### src/rtl/debounce_scheduler.sv
// Debouncer for N_INPUTS pins sharing one 32-bit delay counter via round-robin.
// Define DEBOUNCE_SYNC_EN to insert a 2-flop synchronizer on every input.
module debounce_scheduler #(
   parameter int          N_INPUTS      = 4,
   parameter int unsigned TIME_DEBOUNCE = 50_000_000
) (
   input  logic                        clk_i,
   input  logic                        rst_i,
   input  logic [N_INPUTS-1:0]         signal_i,
   output logic [N_INPUTS-1:0]         signal_o,
   output logic [N_INPUTS-1:0]         press_o,
   output logic                        busy_o,
   output logic [$clog2(N_INPUTS)-1:0] grant_o
);

   localparam int          GW       = $clog2(N_INPUTS);
   localparam logic [GW:0] NW       = (GW+1)'(N_INPUTS);
   localparam logic [31:0] CNT_LAST = 32'(TIME_DEBOUNCE - 1);

   localparam logic [1:0] ST_IDLE   = 2'd0;
   localparam logic [1:0] ST_COUNT  = 2'd1;
   localparam logic [1:0] ST_COMMIT = 2'd2;

   logic [1:0]          state;
   logic [31:0]         cnt;
   logic [GW-1:0]       ptr;
   logic [N_INPUTS-1:0] in_lvl;
   logic [N_INPUTS-1:0] req;
   logic                found;
   logic [GW-1:0]       pick;
   logic [GW:0]         sum;

`ifdef DEBOUNCE_SYNC_EN
   logic [N_INPUTS-1:0] sync_q1;
   logic [N_INPUTS-1:0] sync_q2;

   always_ff @(posedge clk_i or posedge rst_i) begin
      if (rst_i) begin
         sync_q1 <= '0;
         sync_q2 <= '0;
      end else begin
         sync_q1 <= signal_i;
         sync_q2 <= sync_q1;
      end
   end

   assign in_lvl = sync_q2;
`else
   assign in_lvl = signal_i;
`endif

   assign req    = in_lvl ^ signal_o;
   assign busy_o = (state != ST_IDLE);

   // Search upward from ptr+1, wrapping, so the last winner goes to the back.
   always_comb begin
      found = 1'b0;
      pick  = '0;
      sum   = '0;
      for (int k = 1; k <= N_INPUTS; k++) begin
         sum = {1'b0, ptr} + (GW+1)'(k);
         if (sum >= NW)
            sum = sum - NW;
         if (!found && req[sum[GW-1:0]]) begin
            found = 1'b1;
            pick  = sum[GW-1:0];
         end
      end
   end

   always_ff @(posedge clk_i or posedge rst_i) begin
      if (rst_i) begin
         state    <= ST_IDLE;
         cnt      <= '0;
         ptr      <= GW'(N_INPUTS - 1);
         grant_o  <= '0;
         signal_o <= '0;
         press_o  <= '0;
      end else begin
         press_o <= '0;
         unique case (state)
            ST_IDLE: begin
               cnt <= '0;
               if (found) begin
                  grant_o <= pick;
                  ptr     <= pick;
                  state   <= ST_COUNT;
               end
            end
            ST_COUNT: begin
               if (!req[grant_o]) begin
                  state <= ST_IDLE;
                  cnt   <= '0;
               end else if (cnt == CNT_LAST) begin
                  state <= ST_COMMIT;
               end else begin
                  cnt <= cnt + 32'd1;
               end
            end
            ST_COMMIT: begin
               state             <= ST_IDLE;
               cnt               <= '0;
               signal_o[grant_o] <= ~signal_o[grant_o];
               press_o[grant_o]  <= ~signal_o[grant_o];
            end
            default: begin
               state <= ST_IDLE;
               cnt   <= '0;
            end
         endcase
      end
   end

endmodule
### config.mk
export PLATFORM = sky130hd
export DESIGN_NAME = debounce_scheduler
export DESIGN_NICKNAME = d
export VERILOG_FILES = /design/src/rtl/debounce_scheduler.sv
export SDC_FILE = /design/constraint.sdc
export NUM_CORES = 1
export LEC_CHECK = 0
export ABC_AREA = 0
export CAP_MARGIN = 30
export CORE_ASPECT_RATIO = 1.25
export CORE_MARGIN = 2
export CORE_UTILIZATION = 45
export DETAILED_ROUTE_END_ITERATION = 8
export DONT_BUFFER_PORTS = 1
export PLACE_DENSITY_LB_ADDON = 0.1
export SETUP_SLACK_MARGIN = 0.2
export SLEW_MARGIN = 10
export SYNTH_ARGS = -nofsm -noshare
export SYNTH_HDL_FRONTEND = slang
export SYNTH_SLANG_ARGS = --single-unit
### constraint.sdc
create_clock -name clk_i -period 3.12 [get_ports clk_i]
set_input_delay 0.624 -clock clk_i [delete_from_list [all_inputs] [get_ports clk_i]]
set_output_delay 0.624 -clock clk_i [all_outputs]
set_load 0.01 [all_outputs]
==> flow_summary.html <==
<table>
<tr><th>Metric</th><th>Value</th></tr>
<tr><th colspan="2">Routing</th></tr>
<tr><td>Detailed-route via count</td><td>approximately 1800</td></tr>
<tr><td>Drt first pass iters</td><td>4</td></tr>
<tr><td>Vias per cell</td><td>5.71</td></tr>
<tr><td>Routed wire length</td><td>4.64 mm</td></tr>
<tr><td>Routed length per instance</td><td>14.9 microns</td></tr>
<tr><td>Drc violations</td><td>0</td></tr>
<tr><td>ANT nets after route</td><td>0</td></tr>
<tr><td>Iter 0 DRT Violations</td><td>38</td></tr>
<tr><th colspan="2">Die</th></tr>
<tr><td>FP Rows</td><td>29</td></tr>
<tr><td>Starting density of the core</td><td>between 40% and 50%</td></tr>
<tr><td>Top Ports</td><td>17</td></tr>
<tr><td>X dimension of the die</td><td>68.2 microns</td></tr>
<tr><td>Floorplan Core Area</td><td>about 5000 sq um</td></tr>
<tr><td>Die Outline Area</td><td>5750 sq um</td></tr>
<tr><td>Vertical extent of the die</td><td>approximately 84 microns</td></tr>
<tr><th colspan="2">Power and ir drop</th></tr>
<tr><td>Total design power</td><td>1.34 mW</td></tr>
<tr><td>Static leakage</td><td>1.07 nW</td></tr>
<tr><td>Peak ir drop on the vdd network</td><td>244 uV</td></tr>
<tr><td>Pwr/cell area</td><td>536 nW/um^2</td></tr>
<tr><th colspan="2">Global routing</th></tr>
<tr><td>Largest net degree at the start of global routing</td><td>32</td></tr>
<tr><td>Antenna violations before repair</td><td>0</td></tr>
<tr><td>Via count of the first global-routing pass</td><td>1792</td></tr>
<tr><td>Global-route wire length before repair</td><td>8.14 mm</td></tr>
<tr><td>Remaining global-route overflow</td><td>0</td></tr>
<tr><td>Overall track demand over capacity in global routing</td><td>a little under a fifth</td></tr>
<tr><th colspan="2">Synth</th></tr>
<tr><td>Most frequent cell after synthesis</td><td>sky130_fd_sc_hd__dfrtp_1</td></tr>
<tr><td>Net count after synthesis</td><td>between 200 and 250</td></tr>
<tr><td>Number of warnings reported in the yosys synthesis log</td><td>0</td></tr>
<tr><td>Seq/Total Area, Yosys</td><td>roughly half</td></tr>
<tr><td>Post-synth ARST share</td><td>100%</td></tr>
<tr><td>Synthesized area per cell</td><td>9.59 sq um</td></tr>
<tr><td>Predominant post-synthesis flop cell</td><td>sky130_fd_sc_hd__dfrtp_1</td></tr>
<tr><td>Number of flip-flops and latches in the synthesized netlist</td><td>46</td></tr>
<tr><td>Top area cells in the synthesized netlist</td><td>sky130_fd_sc_hd__dfrtp_1 (47%), sky130_fd_sc_hd__xor2_1 (8.7%), sky130_fd_sc_hd__nor2_1 (5.5%)</td></tr>
<tr><td>Synth cell types</td><td>38</td></tr>
<tr><td>Share of the synthesized area in the top cell type</td><td>47.5%</td></tr>
<tr><td>Top cells by instance count after synthesis</td><td>sky130_fd_sc_hd__dfrtp_1 (44), sky130_fd_sc_hd__nor2_1 (34), sky130_fd_sc_hd__xor2_1 (23)</td></tr>
<tr><td>Largest area contributor in the synthesized netlist</td><td>sky130_fd_sc_hd__dfrtp_1</td></tr>
<tr><td>Post-synthesis cell count</td><td>between 200 and 250</td></tr>
<tr><td>Total standard cell area after synthesis</td><td>between 2000 and 2500 sq um</td></tr>
<tr><td>EDFF count, synth</td><td>0</td></tr>
<tr><th colspan="2">STA</th></tr>
<tr><td>Smallest hold slack</td><td>0.187 ns</td></tr>
<tr><td>Total of endpoints with negative setup slack in the final report</td><td>0</td></tr>
<tr><td>Final Hold Viols</td><td>0</td></tr>
<tr><td>Layout Skew</td><td>0.00882 ns</td></tr>
<tr><td>Relative slew slack</td><td>approximately two thirds</td></tr>
<tr><td>Final max-slew violation count</td><td>0</td></tr>
<tr><td>Clock period minus worst slack</td><td>approximately 2.2 ns</td></tr>
<tr><td>Setup repair after global routing missed its margin</td><td>no</td></tr>
<tr><td>Setup TNS after final layout</td><td>0 ns</td></tr>
<tr><td>Top achievable clock speed</td><td>446 MHz</td></tr>
<tr><td>Transition time at the pin with the least slew margin</td><td>0.498 ns</td></tr>
<tr><td>Share of the clock period used by the worst path after layout</td><td>71.9%</td></tr>
<tr><th colspan="2">Critical path</th></tr>
<tr><td>Worst Path Buf+Inv</td><td>0</td></tr>
<tr><td>Largest stage delay on the critical path</td><td>0.51 ns</td></tr>
<tr><td>Type of the worst setup path</td><td>reg2reg</td></tr>
<tr><td>Worst EP arrival</td><td>about 2.5 ns</td></tr>
<tr><td>Worst path top cell family by delay</td><td>simple AND/OR/NAND/NOR gates</td></tr>
<tr><td>Worst setup SP type</td><td>flop</td></tr>
<tr><td>Critical path peak fanout</td><td>6</td></tr>
<tr><td>Critical Path End Type</td><td>flop</td></tr>
<tr><td>Max stage delay cell, worst path</td><td>sky130_fd_sc_hd__mux4_2</td></tr>
<tr><td>Worst EP required</td><td>3.36 ns</td></tr>
<tr><td>Critical Path, Cell by Cell</td><td>xnor2_1 -&gt; mux4_2 -&gt; or3b_1 -&gt; or4_1 -&gt; nand2_1</td></tr>
<tr><th colspan="2">Finish</th></tr>
<tr><td>Final antenna diode count</td><td>0</td></tr>
<tr><td>Post-Route Utilization</td><td>50.0%</td></tr>
<tr><td>Fin area</td><td>2500 sq um</td></tr>
<tr><td>Syn-to-layout area delta</td><td>7.98%</td></tr>
<tr><td>Fraction of layout instances using a drive strength above 1</td><td>around 6.4%</td></tr>
<tr><td>Final Net Count</td><td>255</td></tr>
<tr><th colspan="2">Clock tree</th></tr>
<tr><td>Number of gates resized after cts</td><td>0</td></tr>
<tr><td>Worst-path clk slew</td><td>roughly 0.080 ns</td></tr>
<tr><td>CTS max path bufs</td><td>2</td></tr>
<tr><td>TritonCTS Buffers</td><td>5</td></tr>
<tr><td>TritonCTS clock tree</td><td>built</td></tr>
<tr><td>Post-CTS Setup Inserts</td><td>0</td></tr>
<tr><td>Sinks on the clock net</td><td>46</td></tr>
<tr><td>H-tree Lvls</td><td>2</td></tr>
<tr><td>Number of buffers inserted for hold repair after clock tree synthesis</td><td>0</td></tr>
<tr><td>Root buffer selected by CTS</td><td>sky130_fd_sc_hd__clkbuf_8</td></tr>
<tr><td>Skew-Pair Late Insertion Delay</td><td>0.30 ns</td></tr>
<tr><th colspan="2">Place</th></tr>
<tr><td>Placement-stage cell area</td><td>2420 sq um</td></tr>
<tr><td>Global placer's final weighted congestion</td><td>0.793</td></tr>
<tr><td>Post-detailed-placement half-perimeter wirelength</td><td>3.29 mm</td></tr>
<tr><td>Number of port buffers</td><td>0</td></tr>
<tr><th colspan="2">Status</th></tr>
<tr><td>Run status</td><td>finished, final reports clean</td></tr>
<tr><th colspan="2">Hold path</th></tr>
<tr><td>Hold/Removal Path Class</td><td>in2async</td></tr>
<tr><th colspan="2">Job</th></tr>
<tr><td>Max-cap violation count</td><td>0</td></tr>
</table>
[layer usage]
layer | track usage, % | wire length [microns] | vias to the layer above
met2 | 32.6 | 2450 | 22
met3 | 3.89 | 132 | 6
li1 | - | - | 870
met1 | 21.9 | 1990 | 879
met5 | 0 | 0 | -
met4 | 6.55 | 71 | 0
[logic make-up (layout without fill, tap and decap cells)]
kind of cell	count (synthesis)	in the layout	synth area share [%]
AOI/OAI and AO/OA	27	27	7.44
xor gates and xnor gates	30	30	11.3
adders and majority gates	3	3	1.40
buffers and inverters	11	18	1.78
DFF	46	46	49.7
muxes	2	2	1.40
and+or+nand+nor	123	123	26.9
[registers in the layout, summed over array words and instances (netlist names)]
name and cells:
cnt 32, press_o 4, signal_o 4, grant_o 2, ptr 2, state 2
[metrics by stage]
step,setup slack (ns),cells
after detailed placement,0.756,303
final,0.877,311
after CTS,0.855,311
after global placement,0.787,302
after global routing,0.778,311
after floorplan,0.751,242
[power by group]
group          leakage, nW  internal (mW)  switching, mW
Sequential           0.629          0.649         0.0742
Combinational        0.407         0.0998          0.174
Clock               0.0395          0.159          0.187
Total                 1.07          0.908          0.435
[layout make-up]
type	count	area, sq um
Tap cell	62	77.6
Multi-Input combinational cell	185	1120
Timing Repair Buffer	5	50.0
Inverter	5	18.8
Sequential cell	46	1150
Fill cell	492	2500
Clock buffer	8	80.1
[cells in the final DEF, fill, tap and decap left out, types with 2 or more instances in the layout]
master / instances
sky130_fd_sc_hd__buf_4: 4
sky130_fd_sc_hd__xnor2_1: 7
sky130_fd_sc_hd__clkbuf_8: 5
sky130_fd_sc_hd__or3_1: 4
sky130_fd_sc_hd__o21ai_0: 9
sky130_fd_sc_hd__dfstp_2: 2
sky130_fd_sc_hd__nand4_1: 11
sky130_fd_sc_hd__and3_1: 7
sky130_fd_sc_hd__nand2_1: 18
sky130_fd_sc_hd__xor2_1: 23
sky130_fd_sc_hd__a21oi_1: 8
sky130_fd_sc_hd__dfrtp_1: 44
sky130_fd_sc_hd__clkbuf_1: 3
sky130_fd_sc_hd__nand2b_1: 4
sky130_fd_sc_hd__or4_1: 2
sky130_fd_sc_hd__and2_1: 3
sky130_fd_sc_hd__a21o_1: 2
sky130_fd_sc_hd__nor2_1: 34
sky130_fd_sc_hd__nor3_1: 13
sky130_fd_sc_hd__maj3_1: 2
sky130_fd_sc_hd__nand3_1: 16
sky130_fd_sc_hd__nor4_1: 5
sky130_fd_sc_hd__inv_1: 4
[worst paths after layout]
| kind | cells after the start | slack [ns] | start | end |
|---|---|---|---|---|
| worst max-delay path | 5 | 0.88 | signal_o[1]$_DFFE_PP0P_ | cnt[3]$_DFFE_PP0P_ |
| worst min-delay path | 1 | 0.19 | rst_i | cnt[1]$_DFFE_PP0P_ |
| worst max register to register | 5 | 0.88 | signal_o[1]$_DFFE_PP0P_ | cnt[3]$_DFFE_PP0P_ |
| worst min register to register | 2 | 0.52 | ptr[1]$_DFFE_PP1P_ | ptr[1]$_DFFE_PP1P_ |
| max in group asynchronous | 2 | 2.37 | rst_i | ptr[0]$_DFFE_PP1P_ |
| min in group clk_i | 2 | 0.52 | ptr[1]$_DFFE_PP1P_ | ptr[1]$_DFFE_PP1P_ |
Note: power is estimated with default switching activity, not from simulation.
